$ cat src/rtl/match_event_counter_if.sv
// Match/alarm bus between the stimulus side (master) and the event counter (slave).
interface match_event_counter_if #(
  parameter int CNT_W = 8
);
  logic             in;
  logic             clr;
  logic             out;
  logic [CNT_W-1:0] count;
  logic             window_done;

  modport master (output in, clr, input out, count, window_done);
  modport slave  (input in, clr, output out, count, window_done);
endinterface

$ cat src/rtl/match_event_counter.sv
// Counts match pulses per observation window and raises a registered alarm at THRESH hits.
// Define MATCH_ALARM_LATCH_EN to make the alarm sticky until clr/rst (HOLD then unused).
module match_event_counter #(
  parameter int CNT_W  = 8,
  parameter int WINDOW = 16,
  parameter int THRESH = 3,
  parameter int HOLD   = 4
) (
  input  logic                 clk,
  input  logic                 rst,
  match_event_counter_if.slave bus
);
  localparam int TMR_W = $clog2(WINDOW);
  localparam logic [CNT_W-1:0] CNT_MAX  = {CNT_W{1'b1}};
  localparam logic [CNT_W-1:0] THRESH_C = CNT_W'(THRESH);
  localparam logic [TMR_W-1:0] TMR_LAST = TMR_W'(WINDOW - 1);
  localparam bit               INSTANT  = (THRESH == 1);

  typedef enum logic [1:0] {IDLE, COUNT, ALARM} state_t;

  state_t           state_q, state_nxt;
  logic [CNT_W-1:0] count_q, count_d, cnt_inc;
  logic [TMR_W-1:0] timer_q, timer_d;
  logic             out_q, out_d;
  logic             wd_q, wd_d;
  logic             thresh_hit, win_end, alarm_done;

  assign cnt_inc    = (count_q == CNT_MAX) ? count_q : count_q + 1'b1;
  assign thresh_hit = (cnt_inc >= THRESH_C);
  assign win_end    = (timer_q == TMR_LAST);

`ifdef MATCH_ALARM_LATCH_EN
  assign alarm_done = 1'b0;
`else
  localparam int HOLD_W = (HOLD > 1) ? $clog2(HOLD) : 1;
  localparam logic [HOLD_W-1:0] HOLD_LAST = HOLD_W'(HOLD - 1);
  logic [HOLD_W-1:0] hold_q;

  // Hold counter restarts at 0 on the ALARM entry edge and runs only inside ALARM.
  always_ff @(posedge clk or posedge rst) begin
    if (rst)                    hold_q <= '0;
    else if (state_q == ALARM)  hold_q <= hold_q + 1'b1;
    else                        hold_q <= '0;
  end

  assign alarm_done = (hold_q == HOLD_LAST);
`endif

  always_ff @(posedge clk or posedge rst) begin
    if (rst) begin
      state_q <= IDLE;
      count_q <= '0;
      timer_q <= '0;
      out_q   <= 1'b0;
      wd_q    <= 1'b0;
    end else begin
      state_q <= state_nxt;
      count_q <= count_d;
      timer_q <= timer_d;
      out_q   <= out_d;
      wd_q    <= wd_d;
    end
  end

  // Threshold reached on the last window cycle wins over window expiry.
  always_comb begin
    state_nxt = state_q;
    if (bus.clr) begin
      state_nxt = IDLE;
    end else begin
      case (state_q)
        IDLE:    if (bus.in) state_nxt = INSTANT ? ALARM : COUNT;
        COUNT: begin
          if (bus.in && thresh_hit) state_nxt = ALARM;
          else if (win_end)         state_nxt = IDLE;
        end
        ALARM:   if (alarm_done) state_nxt = IDLE;
        default: state_nxt = IDLE;
      endcase
    end
  end

  always_comb begin
    count_d = count_q;
    timer_d = timer_q;
    out_d   = 1'b0;
    wd_d    = 1'b0;
    case (state_nxt)
      IDLE: begin
        count_d = '0;
        timer_d = '0;
        wd_d    = (state_q == COUNT) && !bus.clr;
      end
      COUNT: begin
        if (state_q == COUNT) begin
          timer_d = timer_q + 1'b1;
          if (bus.in) count_d = cnt_inc;
        end else begin
          count_d = CNT_W'(1);
          timer_d = TMR_W'(1);
        end
      end
      ALARM: begin
        out_d   = 1'b1;
        count_d = THRESH_C;
        timer_d = '0;
      end
      default: ;
    endcase
  end

  assign bus.out         = out_q;
  assign bus.count       = count_q;
  assign bus.window_done = wd_q;
endmodule

$ cat src/flat_wrapper.sv
// flat-port wrapper written by rule: the top's interface ports become plain ports
module match_event_counter_flat 
#(
  parameter int CNT_W  = 8,
  parameter int WINDOW = 16,
  parameter int THRESH = 3,
  parameter int HOLD   = 4
)
  (clk, rst, bus_in, bus_clr, bus_out, bus_count, bus_window_done);
  match_event_counter_if #(.CNT_W(CNT_W)) bus_i ();
  input  logic clk;
  input  logic rst;
  input wire logic [$bits(bus_i.in)-1:0] bus_in;
  input wire logic [$bits(bus_i.clr)-1:0] bus_clr;
  output wire logic [$bits(bus_i.out)-1:0] bus_out;
  output wire logic [$bits(bus_i.count)-1:0] bus_count;
  output wire logic [$bits(bus_i.window_done)-1:0] bus_window_done;
  assign bus_i.in = bus_in;
  assign bus_i.clr = bus_clr;
  assign bus_out = bus_i.out;
  assign bus_count = bus_i.count;
  assign bus_window_done = bus_i.window_done;
  match_event_counter #(.CNT_W(CNT_W), .WINDOW(WINDOW), .THRESH(THRESH), .HOLD(HOLD)) u_core (.clk(clk), .rst(rst), .bus(bus_i));
endmodule
$ cat config.mk
export PLATFORM = sky130hd
export DESIGN_NAME = match_event_counter_flat
export DESIGN_NICKNAME = d
export VERILOG_FILES = /design/src/rtl/match_event_counter_if.sv /design/src/rtl/match_event_counter.sv /design/src/flat_wrapper.sv
export SDC_FILE = /design/constraint.sdc
export NUM_CORES = 1
export LEC_CHECK = 0
export CORE_ASPECT_RATIO = 0.8
export CORE_UTILIZATION = 54
export CTS_CLUSTER_DIAMETER = 150
export CTS_CLUSTER_SIZE = 40
export DETAILED_ROUTE_END_ITERATION = 6
export PLACE_DENSITY = 0.78
export SLEW_MARGIN = 20
export SYNTH_ARGS = -nofsm -noshare
export SYNTH_HDL_FRONTEND = slang
export SYNTH_SLANG_ARGS = --single-unit
$ cat constraint.sdc
create_clock -name clk -period 7.7 [get_ports clk]
set_clock_uncertainty 0.2 [all_clocks]
set_input_delay 0.77 -clock clk [delete_from_list [all_inputs] [get_ports clk]]
set_output_delay 0.77 -clock clk [all_outputs]
set_load 0.1 [all_outputs]
* Word-level counts from Yosys, hierarchy flattened
Index checks and enable logic that the tools add are counted.
Widths: inputs -> output; s select.
** Word-level totals
- Register bits :: 18
- Input bits :: 4
- Word-level logic and storage cells :: 42
** Cells by class
- Add/subtract/negate cells :: 3
- Magnitude comparators :: 1
- Eq/ne operators :: 8
- Mux-type cells :: 15
- Reductions and logical operators :: 9
** Operators with widths (count)
- $mux 8 :: 3
- $pmux 8 s3 :: 1
- $mux 2 :: 6
- $add 8x1->8 const B :: 1
- $eq 8x8->1 const B :: 1
- $ge 8x2->1 const B :: 1
- $pmux 4 s2 :: 1
- $eq 2x2->1 const B :: 3
- $pmux 2 s3 :: 1
- $add 4x1->4 const B :: 1
- $eq 2x1->1 const B :: 2
- $eq 4x4->1 const B :: 1
- $logic_not 2->1 :: 2
- $mux 4 :: 1
- $ne 3x3->1 const B :: 1
- $reduce_bool 3->1 :: 1
- $add 2x1->2 const B :: 1
- $logic_and 1x1->1 :: 2
- $mux 1 :: 2
- $reduce_and 2->1 :: 1
- $reduce_bool 2->1 :: 1
- $reduce_or 2->1 :: 1
- $logic_not 1->1 :: 1

* Logic depth before layout (Yosys ltp)
Gate-level depths: netlist of run 1.
- Word-level depth :: 10
- Depth in mapped cells :: 14
- Gate-level depth less buffers :: 13

* Worst setup path before layout of run 1
OpenSTA, ideal clock, no wires.
- Kind :: register to register
- From :: reg u_core.count_q[0], in the netlist u_core.bus.count[0]
- To :: reg u_core.count_q[3], in the netlist u_core.bus.count[3]
- Arrival :: 3.477 ns
- Required time :: 7.423 ns
- Path slack :: 3.945 ns
- Stages on the path, launching flop included :: 15
- Period minus slack after synthesis :: 3.755 ns
- Cell sequence :: dfrtp_1 -> ha_1 -> buf_6 -> nand4_2 -> nor2_1 -> or3_1 -> a31o_4 -> nand2b_1 -> ha_1 -> nand3b_1 -> o21bai_1 -> nor3_1 -> buf_2 -> o21ai_0 -> a21oi_1
** Between the ends
- Word-level cells in the longest chain between the ends :: 10
- Elaborated cells between the ends (all ways) :: 17
- Those cells by class :: add/sub: 1; order compare: 1; eq/ne: 4; mux: 7; reduce/logical: 4
** RTL lines
- from (decl) :: line match_event_counter.sv:22 : logic [CNT_W-1:0] count_q, count_d, cnt_inc;
- from (signal assigned) :: line match_event_counter.sv:58 : count_q <= count_d;
- $add 8x1->8 / $eq 8x8->1 (equally long branches) :: line match_event_counter.sv:28 : assign cnt_inc = (count_q == CNT_MAX) ? count_q : count_q + 1'b1;
- $mux 8 * :: line match_event_counter.sv:28
- $ge 8x2->1 * :: line match_event_counter.sv:29 : assign thresh_hit = (cnt_inc >= THRESH_C);
- $logic_and 1x1->1 * :: line match_event_counter.sv:74 : if (bus.in && thresh_hit) state_nxt = ALARM;
- $mux 2 * :: line match_event_counter.sv:74
- $pmux 2 s3 * :: line match_event_counter.sv:71 : case (state_q)
- $mux 2 * :: line match_event_counter.sv:68 : if (bus.clr) begin
- via u_core.state_nxt[0] :: line match_event_counter.sv:21 : state_t state_q, state_nxt;
- $eq 2x1->1, or another cell as far along :: line match_event_counter.sv:88 : case (state_nxt)
- $ne 3x3->1 (no line) / $reduce_bool 3->1 (equally long branches)
- $reduce_and 2->1 (no line)
Mark *: on every way through the listed nets, which the timed path passes. The rest lies on a longest branch. The select of a mux whose other input is x is not followed.
A chain may end at the register's enable or synchronous reset.

* Final worst setup path of run 1
- From :: reg u_core.count_q[0], in the netlist u_core.bus.count[0]
- To :: reg u_core.count_q[7], in the netlist u_core.bus.count[7]
Same word-level chain as after synthesis.

==> flow_summary.yaml, run 1 <==
run_status:
  status: "finished clean"
place:
  gp_routability_congestion: 0.846
  io_buffers: 13
  hpwl_mm: 1.69
  place_area_um2: 1250
yosys:
  async_flop_share_pct: 100
  syn_nets: 137
  synth.distinct_cells: 42
  ys_warn_count: 0
  synth-edff-count: 0
  avgSynthCellArea_um2: 9.11
  postSynthCellCount: 126
  ys_ff_latch: 18
  netlist_area_um2: 1150
  synth_common_cells: "dfrtp_1 (18), nor2_1 (14), a21oi_1 (11)"
  synth_area_leaders: "dfrtp_1 (39%), ha_1 (7.6%), a21oi_1 (4.8%)"
  yosysTopAreaCell: "dfrtp_1"
  synth_top_area_share_pct: 39.3
  synth_most_common_cell: "dfrtp_1"
  synth-main-ff-cell: "dfrtp_1"
  ys_seq_area_share_pct: 39.3
sta:
  fin_crit_ns: 3.79
  holdWs_ns: 0.238
  clock.fmax_mhz: 264
  min_period_over_period_pct: 49.2
  rsz0062_at_grt: "no"
  tns_ns: 0
  finalSetupViolCount: 0
  finalMaxSlewViolations: 0
  worstMarginPinSlew_ns: 0.972
  relSlewSlack_pct: 35.0
  hold_viol: 0
cells_and_area:
  design_area_um2: 1270
  area_delta_synth_final_pct: 11.1
  drive_gt1_share_pct: 7.46
  diodes: 0
  nets: 147
clocking:
  htree_num_levels: 1
  cts_sinks: 18
  cts_hold_buf: 0
  cts_buffers: 3
  postCtsSetupBuffers: 0
  cts_root_buf: "clkbuf_4"
  path_clk_slew_ns: 0.09
  clk_path_buf_depth: 2
  cts_tree: "done"
  post_cts_resized: 0
  insertion_delay_ns: 0.29
global_routing:
  top_usage_layer: "met1"
  grt_antenna_before_repair: 0
  grt.total_usage_pct: 23.6
  grt_max_degree: 19
  grt_pass1_wl_mm: 3.92
  grtUsageMet3_pct: 8.24
  gr-usage-met1_pct: 34.8
  grt_overflow: 0
  grt_pass1_vias: 847
  gr-usage-met2_pct: 33.0
pwr:
  comb_power_share_pct: 40.0
  intPower_uw: 161
  power.density_nw_per_um2: 215
  p_clk_share_pct: 16.4
  power_frac_seq_pct: 43.6
  p_switching_uw: 113
  p_leak_uw: 0.000543
  switching_share_pct: 41.1
  ir_drop_mv: 0.186
detailed_routing:
  wirelength_mm: 2.32
  drc: 0
  ant_nets: 0
  route.vias.total: 967
  vias_per_cell: 6.12
  wl_per_cell_um: 14.7
  dr.first_iter.drc_count: 29
  drt-pass1-iter-count: 4
worst_hold_path:
  hold_class: "flip-flop to flip-flop"
  hold_depth: 1
  holdPathEnd: "u_core.hold_q[0]"
  hp-start: "u_core.hold_q[0]"
worst_setup_path:
  crit_chain: "ha_1, nand4_2, nor2_1, or3_1, a31o_4, nand2b_1, ha_1, o21bai_1, nor3_2, o41ai_1, a21oi_1"
  r2r-start: "u_core.bus.count[0]"
  critPathCaptureType: "flip-flop"
  crit_fanout: 14
  startpoint_type: "flip-flop"
  r2r_end: "u_core.bus.count[7]"
  path_common_cell: "ha_1"
  r2r_slack_ns: 3.91
  cp_slowest_cell: "nor3_2"
  crit_type: "flip-flop to flip-flop"
  worstRegToRegCells: 11
  crit_required_ns: 7.71
  arrival_ns: 3.80
  critPathMaxStageDelay_ns: 0.57
floorplan:
  die_w_um: 53.5
  die_y_um: 43.2
  initial_core_util_pct: 59.0
  core_area_um2: 1940
  dieArea_um2: 2310
  rows: 14
  ios: 14
job:
  max-cap-violations: 0
-- through the flow --
step / util [%] / power, uW / std cells / worst slack [ns]
4_1_cts: 65.3 / 275 / 158 / 3.52
3_5_place_dp: 64.2 / 229 / 155 / 3.46
5_1_grt: 65.6 / 290 / 158 / 3.56
6_report: 65.6 / 274 / 158 / 3.91
3_3_place_gp: 64.2 / 227 / 155 / 3.62
2_1_floorplan: - / 203 / 126 / 3.95
-- placed cells by master (no fill, tap or decap), types with 2 or more instances in the layout --
cell type	count
dfrtp_1	18
nor2_1	14
clkdlybuf4s50_1	13
a21oi_1	11
nand2_1	10
ha_1	7
nand3_1	5
inv_1	4
o21ai_1	4
nand3b_1	3
nand2b_1	3
o21ai_0	3
nor2b_1	3
clkbuf_4	3
nor3_2	2
a221o_1	2
nand4_1	2
a41oi_1	2
a311oi_1	2
nor3_1	2
a31oi_1	2
and2_1	2
-- cells by family after synthesis --
family / Yosys count / synth area share, %
compound gates: 33 / 20.0
xor+xnor: 2 / 1.53
fa+ha+maj: 7 / 7.63
buf+inv: 13 / 6.87
flops: 18 / 39.3
simple gates: 53 / 24.8
-- metal layers --
metal	wire [um]	vias up
met5	0	-
li1	-	480
met1	1140	453
met2	1020	32
met3	145	2
met4	13	0
-- state kept, by name, summed over array words and instances (netlist names) --
signal	cells
u_core.bus.count	8
u_core.timer_q	4
u_core.hold_q	2
u_core.state_q	2
u_core.bus.out	1
u_core.bus.window_done	1
-- power by group through the flow --
| stage | sequential [uW] | combinational [uW] | clock [uW] |
|---|---|---|---|
| 2_1_floorplan | 143 | 60.4 | 0 |
| 3_3_place_gp | 120 | 107 | 0 |
| 3_5_place_dp | 121 | 108 | 0 |
| 4_1_cts | 119 | 108 | 47.5 |
| 5_1_grt | 121 | 119 | 49.8 |
| 6_report | 119 | 110 | 44.9 |
-- worst max-delay path: cells and delay by family (launching register included) --
family                   cells  cell delay [ns]
flip-flops                   1             0.47
AND/OR/NAND/NOR              5             1.43
AO/OA/AOI/OAI                4             0.92
adder cells (fa/ha/maj)      2             0.70
-- final cells by class --
type / count / area (um^2)
tap: 24 / 30.0
clock buffer: 3 / 22.5
multi-input combinational: 95 / 623
inverter: 5 / 18.8
timing repair buffer: 13 / 130
sequential: 18 / 450
fill: 146 / 669
-- worst max-delay path by stage --
stage / from / endpoint / slack [ns] / cells after the start
after floorplan: u_core.bus.count[0] / u_core.bus.count[3] / 3.95 / 14
after global placement: bus_clr / u_core.bus.count[7] / 3.62 / 10
after detailed placement: bus_clr / u_core.bus.count[2] / 3.46 / 10
after CTS: u_core.bus.count[0] / u_core.bus.count[2] / 3.52 / 11
after global routing: u_core.bus.count[0] / u_core.bus.count[3] / 3.56 / 12
final: u_core.bus.count[0] / u_core.bus.count[7] / 3.91 / 11
(Power assumes the default switching activity.)
==> run 2, diff against run 1 <==
==> constraint.sdc (replaced) <==
create_clock -name clk -period 3.85 [get_ports clk]
set_clock_uncertainty 0.2 [all_clocks]
set_input_delay 0.385 -clock clk [delete_from_list [all_inputs] [get_ports clk]]
set_output_delay 0.385 -clock clk [all_outputs]
set_load 0.1 [all_outputs]
==> flow_summary.yaml, run 2 (synthesis results as in run 1) <==
run_status:
  status: "finished clean"
pwr:
  intPower_uw: 345
  p_leak_uw: 0.000555
  p_switching_uw: 234
  ir_drop_mv: 0.337
  p_clk_share_pct: 21.1
  power_frac_seq_pct: 40.8
  switching_share_pct: 40.4
  power.density_nw_per_um2: 449
  comb_power_share_pct: 38.1
place:
  hpwl_mm: 1.71
  io_buffers: 13
  gp_routability_congestion: 0.873
  pre_cts_slack_ns: 0.372
  place_area_um2: 1250
cells_and_area:
  fillers: 156
  diodes: 0
  largest_reg_flops: 8
  drive_gt1_share_pct: 8.09
  area_delta_synth_final_pct: 12.5
  nets: 148
  design_area_um2: 1290
  final_common_cell: "dfrtp_1"
  final_cell_mix: "dfrtp_1 (18), nor2_1 (14), clkdlybuf4s50_1 (13), a21oi_1 (11), nand2_1 (10)"
sta:
  finalMaxSlewViolations: 0
  rsz0062_at_grt: "no"
  relSlewSlack_pct: 35.0
  finalSetupViolCount: 0
  tns_ns: 0
  clock.fmax_mhz: 283
  worstMarginPinSlew_ns: 0.972
  fin_ws_ns: 0.322
  min_period_over_period_pct: 91.6
  fin_crit_ns: 3.53
  hold_viol: 0
detailed_routing:
  vias_per_cell: 6.25
  drc: 0
  wirelength_mm: 2.38
  wl_per_cell_um: 14.9
  route.vias.total: 1000
  dr.first_iter.drc_count: 22
  ant_nets: 0
  drt-pass1-iter-count: 4
clocking:
  cts_buffers: 3
  clk_path_buf_depth: 2
  postCtsSetupBuffers: 0
  path_clk_slew_ns: 0.10
  cts_sinks: 18
  cts_root_buf: "clkbuf_4"
  cts_hold_buf: 0
  insertion_delay_ns: 0.31
  post_cts_resized: 0
  cts_tree: "done"
  htree_num_levels: 1
worst_setup_path:
  r2r_end: "u_core.bus.count[1]"
  arrival_ns: 3.52
  r2r_slack_ns: 0.32
  crit_type: "flip-flop to flip-flop"
  r2r-start: "u_core.bus.count[0]"
  critPathCaptureType: "flip-flop"
  crit_fanout: 8
  startpoint_type: "flip-flop"
  worstRegToRegCells: 12
  crit_required_ns: 3.85
floorplan:
  dieArea_um2: 2310
  core_area_um2: 1940
  die_y_um: 43.2
  rows: 14
  ios: 14
  initial_core_util_pct: 59.0
  die_w_um: 53.5
global_routing:
  grtUsageMet3_pct: 6.45
  top_usage_layer: "met2"
  grt_max_degree: 19
  grt_pass1_wl_mm: 4.19
  gr-usage-met1_pct: 35.6
  gr-usage-met2_pct: 36.3
  grt.total_usage_pct: 25.0
  grt_overflow: 0
  grt_antenna_before_repair: 0
  grt_pass1_vias: 917
worst_hold_path:
  hp-start: "u_core.hold_q[0]"
  hold_class: "flip-flop to flip-flop"
  hold_depth: 1
  holdPathEnd: "u_core.hold_q[0]"
job:
  max-cap-violations: 0
-- run 2: changes by cell type in the layout (fill, tap and decap cells not counted), sizes merged --
cell / change
buf: +1
clkbuf: +1
-- run 2: power groups by stage --
stage	registers [uW]	logic, uW	clock network, uW
6_report	236	221	122
5_1_grt	240	244	130
4_1_cts	236	221	124
3_5_place_dp	240	220	0
3_3_place_gp	238	217	0
2_1_floorplan	285	121	0
-- run 2: how the worst max path moves through the flow --
stage                        start                   to
2_1_floorplan  u_core.bus.count[0]  u_core.bus.count[3]
3_3_place_gp               bus_clr  u_core.bus.count[1]
3_5_place_dp   u_core.bus.count[0]  u_core.bus.count[1]
4_1_cts        u_core.bus.count[0]  u_core.bus.count[1]
5_1_grt        u_core.bus.count[0]  u_core.bus.count[7]
6_report       u_core.bus.count[0]  u_core.bus.count[1]
-- run 2: through the flow --
| stage | power, uW | cells | hold WS [ns] | utilization, % |
|---|---|---|---|---|
| final | 579 | 160 | 0.236 | 66.4 |
| after detailed placement | 460 | 156 | 0.226 | 64.5 |
| after floorplan | 406 | 126 | 0.124 | - |
| after global routing | 615 | 160 | 0.265 | 66.4 |
| after global placement | 455 | 156 | 0.221 | 64.5 |
| after CTS | 581 | 160 | 0.241 | 66.4 |
-- run 2: final cells by class --
class | instances | area (um^2) | share of cell area (%)
Inverter | 5 | 18.8 | 1.45
Sequential cell | 18 | 450 | 34.9
Timing Repair Buffer | 14 | 138 | 10.7
Tap cell | 24 | 30.0 | 2.33
Clock buffer | 4 | 36.3 | 2.81
Multi-Input combinational cell | 95 | 618 | 47.9
-- run 2: critical path, stage by stage, from the launching register on --
cell	delay (ns)
dfrtp_1	0.48
ha_1	0.34
nand4_2	0.18
nor2_1	0.06
or3_1	0.39
a31o_4	0.27
nand2b_1	0.22
ha_1	0.23
nand3b_1	0.14
nor2_1	0.05
nor2_1	0.43
nand2_1	0.11
a221o_1	0.31
-- run 2: per-layer routing --
layer | share of wire (%) | routed length, um
met1 | 49 | 1160
met2 | 43 | 1030
met3 | 6.7 | 160
met4 | 1.3 | 30
met5 | 0 | 0
==> run 3, diff against run 2 <==
--- a/config.mk
+++ b/config.mk
@@ -10,7 +10,7 @@
 export CTS_CLUSTER_DIAMETER = 150
 export CTS_CLUSTER_SIZE = 40
 export DETAILED_ROUTE_END_ITERATION = 6
-export PLACE_DENSITY = 0.78
+export PLACE_DENSITY = 0.75
 export SLEW_MARGIN = 20
 export SYNTH_ARGS = -nofsm -noshare
 export SYNTH_HDL_FRONTEND = slang
==> flow_summary.yaml, run 3 (synthesis results as in run 1) <==
run_status:
  status: "finished clean"
detailed_routing:
  wl_per_cell_um: 14.6
  wirelength_mm: 2.33
  drc: 0
  vias_per_cell: 6.11
  met1_length_mm: 1.17
  route.vias.total: 977
  wl_met3_um: 131
  drt-pass1-iter-count: 5
  ant_nets: 0
  top_layer_used: "met4"
  dr.first_iter.drc_count: 18
  wl_met2_mm: 1.01
clocking:
  post_cts_resized: 0
  postCtsSetupBuffers: 0
  cts_hold_buf: 0
  clk_path_buf_depth: 2
  cts_sinks: 18
  cts_tree: "done"
  htree_num_levels: 1
  cts_buffers: 3
  cts_root_buf: "clkbuf_4"
  path_clk_slew_ns: 0.10
  insertion_delay_ns: 0.29
worst_hold_path:
  hold_class: "flip-flop to flip-flop"
global_routing:
  grt_antenna_before_repair: 0
  grt_pass1_vias: 933
  grt.total_usage_pct: 25.6
  grt_overflow: 0
  grt_pass1_wl_mm: 4.18
  grt_max_degree: 19
sta:
  rsz0062_at_grt: "no"
  fin_crit_ns: 3.50
  worstMarginPinSlew_ns: 0.971
  hold_viol: 0
  tns_ns: 0
  clock.fmax_mhz: 285
  min_period_over_period_pct: 91.0
  relSlewSlack_pct: 35.1
  finalSetupViolCount: 0
  finalMaxSlewViolations: 0
pwr:
  p_leak_uw: 0.000552
  ir_drop_mv: 0.432
  power.density_nw_per_um2: 431
  total_power_uw: 554
worst_setup_path:
  crit_required_ns: 3.87
  crit_type: "flip-flop to flip-flop"
  critPathCaptureType: "flip-flop"
  critPathMaxStageDelay_ns: 0.47
  crit_buf_inv: 1
  crit_fanout: 14
  crit_chain: "ha_1, nand2_2, a311oi_1, or3_1, a31o_4, nand2b_1, ha_1, o21bai_1, nor3_1, buf_4, o21ai_0, a21oi_1"
  startpoint_type: "flip-flop"
  arrival_ns: 3.52
  cpLargestDelayFamily: "simple AND/OR/NAND/NOR gates"
  cp_slowest_cell: "dfrtp_1"
  path_common_cell: "ha_1"
floorplan:
  dieArea_um2: 2310
  ios: 14
  initial_core_util_pct: 59.0
  die_y_um: 43.2
  rows: 14
  core_area_um2: 1940
  die_w_um: 53.5
cells_and_area:
  drive_gt1_share_pct: 8.09
  diodes: 0
  largest_reg_flops: 8
  final_cell_mix: "dfrtp_1 (18), nor2_1 (14), clkdlybuf4s50_1 (13), a21oi_1 (11), nand2_1 (10)"
  final_common_cell: "dfrtp_1"
  fillers: 167
  area_delta_synth_final_pct: 12.0
  nets: 149
place:
  gp_routability_congestion: 0.938
  io_buffers: 13
  hpwl_mm: 1.71
job:
  max-cap-violations: 0
-- run 3: cell types whose count changed in the layout (fill, tap and decap cells not counted) --
| cell | change |
|---|---|
| buf_4 | +1 |
| clkbuf_8 | -1 |
-- run 3: path summary, 6_finish.rpt --
kind                                           to  slack (ns)           startpoint  cells past startpoint
max in group asynchronous  u_core.bus.window_done        2.72                  rst                      2
hold reg to reg                  u_core.hold_q[0]        0.24     u_core.hold_q[0]                      1
setup / recovery              u_core.bus.count[3]        0.35  u_core.bus.count[0]                     12
setup reg to reg              u_core.bus.count[3]        0.35  u_core.bus.count[0]                     12
hold / removal                   u_core.hold_q[0]        0.24     u_core.hold_q[0]                      1
min in group asynchronous     u_core.bus.count[3]        0.30                  rst                      2
-- run 3: cell type report --
cell class / count / area, um^2 / share of cell area [%]
multi-input combinational: 95 / 618 / 48.1
tap: 24 / 30.0 / 2.34
timing repair buffer: 15 / 145 / 11.3
clock buffer: 3 / 22.5 / 1.75
sequential: 18 / 450 / 35.1
inverter: 5 / 18.8 / 1.46
-- run 3: where the power goes --
group	total, uW	internal [uW]	switching, uW
Combinational	225	79.2	146
Sequential	236	212	24.5
Clock	92.5	36.4	56.1
Total	554	327	226
-- run 3: per-layer routing --
metal	GRT usage, %	up-vias
met5	0	-
met4	8.42	0
met3	7.89	2
met2	35.3	31
met1	37.6	464
li1	-	480
-- run 3: per-stage QoR --
step,cells,hold WS (ns),area (um^2),utilization [%],worst slack [ns]
floorplan,126,0.124,1150,-,0.0953
global placement,157,0.224,1260,64.9,0.456
detailed placement,157,0.230,1260,64.9,0.390
CTS,160,0.245,1280,66.1,0.360
global route,160,0.260,1280,66.1,0.0719
finish,160,0.238,1280,66.1,0.346
